**config.mk**
```make
export PLATFORM = sky130hd
export DESIGN_NAME = fm_guard_loader
export DESIGN_NICKNAME = d
export VERILOG_FILES = /design/src/rtl/fm_guard_loader.sv
export SDC_FILE = /design/constraint.sdc
export NUM_CORES = 1
export LEC_CHECK = 0
export BUFFER_PORTS_ARGS = -buffer_cell sky130_fd_sc_hd__clkbuf_2
export CAP_MARGIN = 10
export CORE_ASPECT_RATIO = 0.9
export CORE_MARGIN = 2
export CORE_UTILIZATION = 58
export CTS_CLUSTER_DIAMETER = 100
export DETAILED_ROUTE_END_ITERATION = 6
export PLACE_DENSITY = 0.91
export SLEW_MARGIN = 20
export SYNTH_ARGS = -nofsm -noshare
export SYNTH_HDL_FRONTEND = slang
export SYNTH_SLANG_ARGS = --single-unit
```
**constraint.sdc**
```tcl
create_clock -name clk -period 4.9 [get_ports clk]
set_input_delay 0.245 -clock clk [delete_from_list [all_inputs] [get_ports clk]]
set_output_delay 0.245 -clock clk [all_outputs]
set_load 0.1 [all_outputs]
```
**src/rtl/fm_guard_loader.sv**
```systemverilog
// Round-robin loader: scatters the fm byte stream and the guard word stream across the
// per-column buffer write ports, then pulses load_done once a transfer is fully written.
module fm_guard_loader #(
    parameter int PE_COL   = 4,
    parameter int FM_DEPTH = 1024,
    parameter int GD_DEPTH = 256,
    parameter int FA_W     = $clog2(FM_DEPTH),
    parameter int GA_W     = $clog2(GD_DEPTH)
) (
    input  logic                          clk,
    input  logic                          rst_n,
    input  logic                          cfg_valid,
    output logic                          cfg_ready,
    input  logic [FA_W+$clog2(PE_COL):0]  cfg_fm_len,
    input  logic [GA_W+$clog2(PE_COL):0]  cfg_gd_len,
    input  logic                          cfg_ping_pong,
    input  logic                          s_fm_valid,
    output logic                          s_fm_ready,
    input  logic [7:0]                    s_fm_data,
    input  logic                          s_gd_valid,
    output logic                          s_gd_ready,
    input  logic [5:0]                    s_gd_data,
    output logic [FA_W*PE_COL-1:0]        load_fm_wr_addr,
    output logic [8*PE_COL-1:0]           load_fm_din,
    output logic [PE_COL-1:0]             load_fm_wr_en,
    output logic [PE_COL-1:0]             load_fm_ping_pong,
    output logic [GA_W*PE_COL-1:0]        load_gd_wr_addr,
    output logic [6*PE_COL-1:0]           load_gd_din,
    output logic [PE_COL-1:0]             load_gd_wr_en,
    output logic [PE_COL-1:0]             load_gd_ping_pong,
    output logic                          load_done
);
    localparam int CW   = $clog2(PE_COL);
    localparam int FL_W = FA_W + CW + 1;
    localparam int GL_W = GA_W + CW + 1;

    localparam logic [1:0] IDLE = 2'd0;
    localparam logic [1:0] LOAD = 2'd1;
    localparam logic [1:0] DONE = 2'd2;

    logic [1:0]      state;
    logic            started;
    logic [FL_W-1:0] fm_len;
    logic [FL_W-1:0] fm_cnt;
    logic [GL_W-1:0] gd_len;
    logic [GL_W-1:0] gd_cnt;
    logic            ping_pong;
    logic            fm_fire;
    logic            gd_fire;
    logic            write_pending;
    logic [CW-1:0]   fm_col;
    logic [CW-1:0]   gd_col;
    logic [FA_W-1:0] fm_row;
    logic [GA_W-1:0] gd_row;

    // started keeps cfg_ready low while reset is held even though the FSM rests in IDLE
    assign cfg_ready  = started && (state == IDLE);
    assign s_fm_ready = (state == LOAD) && (fm_cnt < fm_len);
    assign s_gd_ready = (state == LOAD) && (gd_cnt < gd_len);
    assign fm_fire    = s_fm_valid && s_fm_ready;
    assign gd_fire    = s_gd_valid && s_gd_ready;
    assign load_done  = (state == DONE);

    assign load_fm_ping_pong = {PE_COL{ping_pong}};
    assign load_gd_ping_pong = {PE_COL{ping_pong}};

    // Over-long transfers simply wrap the row address inside the buffer depth
    assign fm_col = CW'(fm_cnt % FL_W'(PE_COL));
    assign fm_row = FA_W'(fm_cnt / FL_W'(PE_COL));
    assign gd_col = CW'(gd_cnt % GL_W'(PE_COL));
    assign gd_row = GA_W'(gd_cnt / GL_W'(PE_COL));

    assign write_pending = (|load_fm_wr_en) || (|load_gd_wr_en);

    always_ff @(posedge clk or negedge rst_n) begin
        if (!rst_n) begin
            state     <= IDLE;
            started   <= 1'b0;
            fm_len    <= '0;
            gd_len    <= '0;
            fm_cnt    <= '0;
            gd_cnt    <= '0;
            ping_pong <= 1'b0;
        end else begin
            started <= 1'b1;
            case (state)
                IDLE: begin
                    if (cfg_valid && cfg_ready) begin
                        fm_len    <= cfg_fm_len;
                        gd_len    <= cfg_gd_len;
                        ping_pong <= cfg_ping_pong;
                        fm_cnt    <= '0;
                        gd_cnt    <= '0;
                        state     <= LOAD;
                    end
                end
                LOAD: begin
                    if (fm_fire) fm_cnt <= fm_cnt + FL_W'(1);
                    if (gd_fire) gd_cnt <= gd_cnt + GL_W'(1);
                    if ((fm_cnt == fm_len) && (gd_cnt == gd_len) && !write_pending) begin
                        state <= DONE;
                    end
                end
                DONE:    state <= IDLE;
                default: state <= IDLE;
            endcase
        end
    end

    // One registered write stage per stream; idle columns keep their last addr/din
    always_ff @(posedge clk or negedge rst_n) begin
        if (!rst_n) begin
            load_fm_wr_en   <= '0;
            load_fm_wr_addr <= '0;
            load_fm_din     <= '0;
            load_gd_wr_en   <= '0;
            load_gd_wr_addr <= '0;
            load_gd_din     <= '0;
        end else begin
            load_fm_wr_en <= '0;
            load_gd_wr_en <= '0;
            for (int j = 0; j < PE_COL; j++) begin
                if (fm_fire && (fm_col == CW'(j))) begin
                    load_fm_wr_en[j]                <= 1'b1;
                    load_fm_wr_addr[j*FA_W +: FA_W] <= fm_row;
                    load_fm_din[j*8 +: 8]           <= s_fm_data;
                end
                if (gd_fire && (gd_col == CW'(j))) begin
                    load_gd_wr_en[j]                <= 1'b1;
                    load_gd_wr_addr[j*GA_W +: GA_W] <= gd_row;
                    load_gd_din[j*6 +: 6]           <= s_gd_data;
                end
            end
        end
    end

endmodule

```
Word level (Yosys, flattened, before mapping)
Cells that the tools add are included.

Add/sub/neg operators: 2. $lt $le $gt $ge: 2. Equality and inequality tests: 14. Muxes and demuxes: 17. Reduce and logical (&&, ||, !) cells: 28.

Operators with widths (count): $mux W13 (2); $pmux W13 S2 (1); $mux W11 (2); $pmux W11 S2 (1); $logic_and A1 B1 Y1 (16); $add A13 B1 Y13 const B (1); $eq A13 B13 Y1 (1); $lt A13 B13 Y1 (1); $add A11 B1 Y11 const B (1); $eq A11 B11 Y1 (1); $lt A11 B11 Y1 (1); $eq A2 B2 Y1 const B (5); $mux W1 (8); $reduce_or A4 Y1 (2); $eq A2 B1 Y1 const B (3); $logic_not A2 Y1 (3); $reduce_and A3 Y1 (2); $mux W2 (2); $ne A2 B1 Y1 const B (2); $ne A2 B2 Y1 const B (2); $pmux W2 S2 (1); $reduce_and A2 Y1 (2); $reduce_bool A2 Y1 (1); $logic_not A1 Y1 (1); $logic_or A1 B1 Y1 (1).

Register bits after elaboration: 188. Bits of input ports: 44.

Logic depth before layout (Yosys ltp)
Gate-level depths: netlist of run 1.

Word-level depth: 6. Depth in mapped cells: 10.

Worst setup path after synthesis of run 1
Ideal clock, no wire load.

Kind: flip-flop to flip-flop. Start: reg state[0]. End: reg fm_cnt[3]. Data arrival time: 3.767 ns. Required time: 4.767 ns. Slack: 1.000 ns. Cell stages (with the launch flop): 8. Path buffers: 1. Clock period less this slack: 3.900 ns. Cells stage by stage: dfrtp_1 -> nor3b_1 -> nand2_1 -> o21ai_0 -> a21oi_1 -> clkbuf_1 -> o21ai_0 -> o31ai_1.

Longest elaborated chain between the ends: 5. Elaborated cells on any way between the ends: 11. Classes of those cells: eq/ne: 3; mux: 1; reduce/logical: 7.

Ends and longest elaborated chain: from (decl) (line 41) `logic [1:0] state;`; from (signal assigned) (line 77) `state <= IDLE;`; from (signal assigned) (line 94) `state <= LOAD;`; from (signal assigned) (line 101) `state <= DONE;`; $logic_not A2 Y1 (line 57) `assign cfg_ready = started && (state == IDLE);`; $logic_and A1 B1 Y1 (line 57); named net cfg_ready (line 13) `output logic cfg_ready,`; $logic_and A1 B1 Y1 (line 88) `if (cfg_valid && cfg_ready) begin`; $ne A2 B1 Y1 (no source line); $reduce_and A3 Y1 (no source line); to (signal assigned) (line 98) `if (fm_fire) fm_cnt <= fm_cnt + FL_W'(1);`; to (decl) (line 44) `logic [FL_W-1:0] fm_cnt;`.

The timed path passes the listed nets, and every way through them passes these cells. A chain may end at the register's enable or synchronous reset.

Final worst setup path of run 1
Start: reg state[1]. End: out s_gd_ready.

Longest elaborated chain between the ends: 2.

Ends and longest elaborated chain: $eq A2 B1 Y1 (line 59) `assign s_gd_ready = (state == LOAD) && (gd_cnt < gd_len);`; $logic_and A1 B1 Y1 (line 59); to (decl) (line 21) `output logic s_gd_ready,`.

Every way passes these cells.

==> results of run 1 <==
## cell type report
type	instances	share of cell area [%]
inverter	35	1.321
tap	193	2.428
sequential	188	47.30
multi-input combinational	387	33.51
clock inverter	11	0.8553
timing repair buffer	195	10.00
clock buffer	20	4.591
## worst reg2reg max path: stages, from the launching register on
cell and delay, ns:
dfrtp_1 0.56, ha_1 0.34, a21oi_1 0.16, o21ai_0 0.13, a211oi_2 0.30, o21a_2 0.48, nand2_2 0.51, mux2_4 0.48
## routing by layer
metal | routed length [um] | vias to the layer above
li1 | - | 2598
met1 | 8221 | 2863
met2 | 9256 | 201
met3 | 1290 | 19
met4 | 177 | 0
met5 | 0 | -
## path summary, 6_finish.rpt
kind,endpoint,cells after the start
setup reg to reg,load_fm_din[26]$_DFFE_PN0P_,7
setup / recovery,s_gd_ready,4
max in group asynchronous,load_gd_wr_en[0]$_DFF_PN0_,3
hold reg to reg,load_gd_din[9]$_DFFE_PN0P_,1
min in group asynchronous,load_gd_wr_addr[20]$_DFFE_PN0P_,2
hold / removal,ping_pong$_DFFE_PN0P_,3
## flip-flops by register name, indices dropped and copies added (netlist names), 2 cells and up
register and count:
load_gd_din 24, gd_cnt 11, load_gd_wr_en 4, load_fm_wr_addr 40, gd_len 11, state 2
load_fm_din 32, fm_len 13, load_fm_wr_en 4, load_gd_wr_addr 32, fm_cnt 13
## placed cells by master (no fill, tap or decap), types with 4 or more instances in the layout
| master | count |
|---|---|
| nand3_1 | 12 |
| nand2_1 | 53 |
| mux2_1 | 10 |
| mux2_4 | 45 |
| nand4_1 | 8 |
| mux2_2 | 73 |
| o22a_1 | 8 |
| ha_1 | 32 |
| inv_1 | 35 |
| o21ai_0 | 55 |
| clkbuf_2 | 190 |
| and2_1 | 5 |
| nor2_1 | 18 |
| clkbuf_16 | 17 |
| and3_1 | 13 |
| o31ai_1 | 4 |
| a21oi_1 | 11 |
| dfrtp_1 | 188 |
## kinds of logic (layout without fill, tap and decap cells)
family / Yosys count / count (layout) / synth area share (%)
AND/OR/NAND/NOR: 134 / 134 / 8.917
buffers and inverters: 70 / 261 / 4.688
AO/OA/AOI/OAI: 91 / 91 / 6.602
adder cells (fa/ha/maj): 32 / 32 / 4.748
other: 1 / 1 / 0.04447
flip-flops: 188 / 188 / 55.79
multiplexers: 129 / 129 / 19.21
## stage by stage
step	util [%]	setup WS (ns)
CTS	70.51	1.708
global placement	66.60	1.966
floorplan	-	1.000
global route	70.51	1.537
detailed placement	66.60	1.877
finish	70.51	1.705
## synthesized netlist by cell type (2+ instances only)
master | n | area (sq um)
nor2b_1 | 3 | 18.77
o31ai_1 | 4 | 30.03
mux2_1 | 10 | 112.6
nand2_1 | 53 | 198.9
clkbuf_1 | 12 | 45.04
o22a_1 | 8 | 70.07
nor2_8 | 3 | 60.06
ha_1 | 32 | 400.4
mux2_4 | 45 | 675.7
a31oi_1 | 3 | 18.77
nor2_1 | 18 | 67.56
a21oi_1 | 11 | 55.05
and4_1 | 2 | 17.52
nand4_1 | 8 | 50.05
nor3_1 | 2 | 10.01
buf_2 | 2 | 10.01
and2_1 | 5 | 31.28
o21ai_0 | 55 | 275.3
nor4_1 | 3 | 18.77
inv_1 | 35 | 131.4
buf_6 | 11 | 123.9
nand2_8 | 3 | 60.06
and3_1 | 13 | 81.33
mux2_2 | 73 | 822.0
buf_4 | 8 | 60.06
nand3_1 | 12 | 60.06
dfrtp_1 | 188 | 4705
==> impl_metrics.csv, run 1 <==
group,metric,value,unit
hold_path,min_path_type,"in2reg",
place,io_buffers,191,
clock_network,clockRootBuffer,"clkbuf_16",
critical_path,cp-startpoint,"state[1]$_DFFE_PN0P_",
route,drtIter0Drc,227,
clock_network,insertion_delay,0.43,ns
global_routing,grt_pass1_vias,5835,
sta,report.final.slew_viol_count,0,
global_routing,gr-usage-met3,7.465,%
layout,finalNetCount,900,
critical_path,slowest_delay,0.85,ns
layout,final_area,9947,sq um
clock_network,clk_pin_slew_worst_paths,0.06,ns
route,first_pass_iters,4,
outcome,status,"finished clean",
critical_path,critPathArrivalTime,2.95,ns
layout,stdcell_count,1029,
sta,tightest_slew,1.072,ns
logic_synthesis,async_flop_share,100.0,%
floorplanning,coreArea,14110,sq um
route,avgRoutedWirePerCell,18.41,um
critical_path,r2r_slack,1.83,ns
sta,period_needed,3.195,ns
place,dp_cells,997,
global_routing,grt_use_met2,41.71,%
place,placed_area,9395,sq um
clock_network,cts.sinks,188,
sta,max_freq,0.3129,GHz
run,drv_cap,0,
layout,nFillCells,973,
global_routing,antenna_found_initial,0,
route,vias,5681,
hold_path,min-delay-start,"cfg_ping_pong",
floorplanning,start_util,59.78,%
floorplanning,die_area,15520,sq um
layout,drive_gt1_share,42.70,%
sta,hold_ws,0.01719,ns
sta,finalSetupViolations,0,
sta,clock_skew,0.008315,ns
floorplanning,die_h,118.4,um
floorplanning,num_rows,41,
global_routing,grtUsageTotal,25.66,%
logic_synthesis,yosysWarnings,0,
logic_synthesis,ys_ff_latch,188,
critical_path,crit_fanout,21,
sta,slew_headroom,28.19,%
global_routing,grt_max_degree,104,
logic_synthesis,syn_inst,645,
critical_path,worstPathRequired,4.66,ns
layout,seq_area,4705,sq um
global_routing,grt_pass1_wl,31120,um
logic_synthesis,ys.flop_type,"dfrtp_1",
logic_synthesis,netlist_area,8433,sq um
critical_path,critical_path_class,"reg2out",
logic_synthesis,yosysUniqueCellTypes,50,
clock_network,ctsHoldBuffers,1,
logic_synthesis,syn_nets,721,
critical_path,crit_path_end_kind,"output pin",
clock_network,cts_tree,"done",
critical_path,crit_slowest_cell,"a2111oi_4",
global_routing,busiest_layer,"met2",
route,drc,0,
sta,fin_crit_sh,65.21,%
clock_network,htree_levels,4,
layout,n_antenna_cell,0,
floorplanning,die_w,131.1,um
place,gp_congestion,0.8139,
logic_synthesis,ys_seq_area_share,55.79,%
logic_synthesis,synth_edf_count,0,
clock_network,clk_path_buf_depth,2,
critical_path,worstPathCellList,"nand2b_1, a2111oi_4, and2_1, clkbuf_2",
route,ant_nets,0,
clock_network,cts_setup_buffers,0,
floorplanning,io_pins,192,
layout,area.growth.synth_to_final,17.95,%
global_routing,grtUsageMet1,33.92,%
sta,finalSetupTns,0,ns
layout,multi_input_area,3333,sq um
sta,finalHoldViolCount,0,
clock_network,cts-buffers-inserted,17,
sta,grt_setup_unrepaired,"no",
critical_path,critPathBufInv,1,
route,wl,18950,um
critical_path,cp_top_family,"compound AO/OA/AOI/OAI gates",
place,dp_hpwl,13100,um
clock_network,cts_resized,0,
logic_synthesis,avgSynthCellArea,13.07,sq um
critical_path,r2r_start,"fm_cnt[6]$_DFFE_PN0P_",
critical_path,start_kind,"flop",
global_routing,gr-total-overflow,0,
route,vias_per_cell,5.521,
Power of run 1 is not shown: default switching activity piles up to over one toggle a cycle in this logic, so the estimate is an artifact.
==> run 2: changes to the inputs <==
--- a/config.mk
+++ b/config.mk
@@ -5,14 +5,15 @@
 export SDC_FILE = /design/constraint.sdc
 export NUM_CORES = 1
 export LEC_CHECK = 0
+export ABC_AREA = 1
 export BUFFER_PORTS_ARGS = -buffer_cell sky130_fd_sc_hd__clkbuf_2
 export CAP_MARGIN = 10
 export CORE_ASPECT_RATIO = 0.9
 export CORE_MARGIN = 2
-export CORE_UTILIZATION = 58
+export CORE_UTILIZATION = 49
 export CTS_CLUSTER_DIAMETER = 100
 export DETAILED_ROUTE_END_ITERATION = 6
-export PLACE_DENSITY = 0.91
+export PLACE_DENSITY = 0.82
 export SLEW_MARGIN = 20
 export SYNTH_ARGS = -nofsm -noshare
 export SYNTH_HDL_FRONTEND = slang
==> constraint.sdc (replaced) <==
create_clock -name clk -period 2.9 [get_ports clk]
set_input_delay 0.145 -clock clk [delete_from_list [all_inputs] [get_ports clk]]
set_output_delay 0.145 -clock clk [all_outputs]
set_load 0.1 [all_outputs]
==> run 2 against run 1 <==
  * Critical path depth increased by 4
  * Sequential share of layout area is 3.8 points lower
  * Register-to-register slack worse by 1.5 ns
  * Wire length increased by 23%
  * Worst setup slack lost 1.5 ns
  * Area after synthesis increased by 2.7%
==> impl_metrics.csv, run 2 <==
group,metric,value,unit
clock_network,ctsHoldBuffers,40,
logic_synthesis,ys_ff_latch,188,
global_routing,grtUsageMet1,34.73,%
clock_network,cts_resized,0,
critical_path,crit_top_cell,"nand2_1",
place,io_buffers,191,
critical_path,crit_fanout,10,
sta,finalSetupViolations,0,
logic_synthesis,syn_nets,1117,
global_routing,grt_pass1_vias,7494,
logic_synthesis,yosysWarnings,0,
logic_synthesis,netlist_area,8658,sq um
clock_network,clk_pin_slew_worst_paths,0.07,ns
clock_network,cts_setup_buffers,0,
place,dp_cells,1431,
floorplanning,die_h,130.1,um
global_routing,grt_pass1_wl,36600,um
floorplanning,die_w,144.1,um
place,pre_cts_slack,0.3700,ns
power_and_ir_drop,p_comb_share,50.8,%
layout,largestRegisters,"load_fm_wr_addr x40, load_fm_din x32, load_gd_wr_addr x32",
logic_synthesis,avgSynthCellArea,8.317,sq um
layout,top_register,"load_fm_wr_addr",
layout,mostFrequentLayoutCell,"nand2_1",
hold_path,hold_path_end,"load_gd_wr_addr[7]$_DFFE_PN0P_",
hold_path,min_path_type,"in2reg",
power_and_ir_drop,p_per_area,1138,nW/um^2
route,avgRoutedWirePerCell,15.45,um
sta,slew_headroom,55.13,%
sta,finalSetupTns,0,ns
layout,drive_gt1_share,20.90,%
logic_synthesis,ys.flop_type,"dfrtp_1",
sta,period_needed,2.720,ns
global_routing,grt_use_met2,39.16,%
critical_path,critPathArrivalTime,2.57,ns
place,placed_area,9809,sq um
power_and_ir_drop,vdd_drop_max,962.9,uV
critical_path,r2r_slack,0.29,ns
route,drc,0,
hold_path,min-delay-start,"s_gd_valid",
logic_synthesis,ys_top_cells_by_count,"nand2_1, dfrtp_1, nand3_1",
critical_path,crit_path_end_kind,"output pin",
sta,grt_setup_unrepaired,"no",
clock_network,cts_tree,"done",
clock_network,insertion_delay,0.43,ns
global_routing,grtUsageTotal,24.94,%
global_routing,antenna_found_initial,0,
route,ant_nets,0,
layout,final_area,10810,sq um
logic_synthesis,yosys.area.top_type,"dfrtp_1",
critical_path,worst_r2r_endpoint,"load_fm_din[22]$_DFFE_PN0P_",
logic_synthesis,yosysUniqueCellTypes,32,
layout,stdcell_count,1503,
critical_path,start_kind,"flop",
logic_synthesis,syn_inst,1041,
clock_network,htree_levels,4,
sta,hold_ws,0.1528,ns
power_and_ir_drop,switching_share,56.48,%
critical_path,r2r_start,"fm_cnt[8]$_DFFE_PN0P_",
place,gp_congestion,0.8579,
sta,fin_crit_sh,93.79,%
sta,tightest_slew,0.6731,ns
critical_path,slowest_delay,0.60,ns
place,dp_hpwl,15640,um
critical_path,reg2reg_depth,10,
power_and_ir_drop,p_leak,6.285,nW
layout,finalNetCount,1326,
critical_path,crit_slowest_cell,"dfrtp_1",
run,drv_cap,0,
logic_synthesis,yosys-top-cells-area,"dfrtp_1, nand2_1, nand3_1",
floorplanning,die_area,18750,sq um
route,vias_per_cell,5.153,
logic_synthesis,synth_edf_count,0,
clock_network,cts-buffers-inserted,17,
floorplanning,io_pins,192,
global_routing,grt_max_degree,83,
logic_synthesis,synthMostInstantiatedCell,"nand2_1",
sta,clock_skew,0.01233,ns
critical_path,critical_path_class,"reg2out",
global_routing,busiest_layer,"met2",
route,first_pass_iters,5,
clock_network,cts.sinks,188,
layout,area.growth.synth_to_final,24.86,%
route,wl,23220,um
power_and_ir_drop,power_switching,0.006950,W
sta,max_freq,0.3677,GHz
critical_path,worstPathRequired,2.76,ns
layout,largest_register_ffs,40,
sta,finalHoldViolCount,0,
layout,final_cell_mix,"nand2_1, clkbuf_2, dfrtp_1",
logic_synthesis,synth_top_area_share,54.34,%
clock_network,clockRootBuffer,"clkbuf_16",
clock_network,clk_path_buf_depth,2,
logic_synthesis,async_flop_share,100.0,%
outcome,status,"finished clean",
route,vias,7745,
logic_synthesis,ys_seq_area_share,54.34,%
hold_path,hold_depth,4,
critical_path,worstPathCellList,"ha_1, nand2_1, inv_1, nand2_1, nand2_1, a21oi_4, and2_1, clkbuf_2",
global_routing,gr-total-overflow,0,
layout,n_antenna_cell,0,
floorplanning,coreArea,17440,sq um
sta,layout_setup_ws,0.1801,ns
floorplanning,num_rows,46,
global_routing,gr-usage-met3,4.954,%
floorplanning,start_util,49.65,%
power_and_ir_drop,p_clk_share,19.2,%
power_and_ir_drop,power.share.sequential,30.0,%
route,drtIter0Drc,660,
power_and_ir_drop,p_int,0.005356,W
sta,report.final.slew_viol_count,0,
-- run 2: cell types whose count changed after synthesis, moves of 13 or more --
cell / change
a21oi_1: +22
nor2_1: +46
mux2_4: -45
nand3_1: +86
o21ai_0: -51
and3_1: -13
clkbuf_1: +23
nand2_1: +386
mux2_2: -70
inv_1: +32
-- run 2: worst max path at each step --
stage / from / to / slack, ns / cells after the start
finish: fm_cnt[8]$_DFFE_PN0P_ / s_fm_ready / 0.18 / 8
CTS: fm_cnt[8]$_DFFE_PN0P_ / s_fm_ready / 0.20 / 8
global placement: fm_cnt[8]$_DFFE_PN0P_ / load_fm_wr_addr[18]$_DFFE_PN0P_ / 0.46 / 8
floorplan: state[0]$_DFFE_PN0P_ / gd_cnt[0]$_DFFE_PN0P_ / 0.28 / 7
detailed placement: fm_cnt[8]$_DFFE_PN0P_ / load_fm_wr_addr[18]$_DFFE_PN0P_ / 0.37 / 10
global route: gd_cnt[8]$_DFFE_PN0P_ / s_gd_ready / 0.08 / 7
-- run 2: cell type report --
cell class                 instances  area, sq um
fill                            1470         6629
tap                              240        300.3
clock buffer                      17        425.4
clock inverter                    15        175.2
multi-input combinational        723         3402
sequential                       188         4705
inverter                          68        255.2
timing repair buffer             252         1548
-- run 2: cells by family after synthesis --
kind of cell             synth area share, %
AO/OA/AOI/OAI                          2.486
XOR/XNOR                              0.6069
adder cells (fa/ha/maj)                4.624
buffers and inverters                  6.546
flip-flops                             54.34
multiplexers                          0.3901
other                                0.04331
AND/OR/NAND/NOR                        30.97
-- run 2: per-layer routing --
metal | up-vias | wire length, um
met1 | 3668 | 10190
li1 | 3681 | -
met4 | 0 | 517
met3 | 53 | 1632
met2 | 343 | 10880
met5 | - | 0
-- run 2: per-stage QoR --
| stage | power [W] | utilization (%) |
|---|---|---|
| floorplan | 0.008756 | - |
| global placement | 0.009827 | 56.25 |
| detailed placement | 0.009905 | 56.25 |
| CTS | 0.01234 | 61.99 |
| global route | 0.01277 | 61.99 |
| finish | 0.01231 | 61.99 |
-- run 2: power by group through the flow --
stage / sequential (W) / clock, W / combinational, W
finish: 0.00369 / 0.00236 / 0.00625
global route: 0.00376 / 0.00251 / 0.00650
CTS: 0.00368 / 0.00241 / 0.00625
detailed placement: 0.00371 / 0 / 0.00619
global placement: 0.00371 / 0 / 0.00612
floorplan: 0.00773 / 0 / 0.00103
-- run 2: critical path, delay by kind of cell (launching register included) --
kind,cells,cell delay [ns]
and+or+nand+nor,4,0.43
DFF,1,0.60
AOI/OAI and AO/OA,1,0.26
adders and majority gates,1,0.34
buffers and inverters,2,0.51
Note: power is estimated with default switching activity, not from simulation.
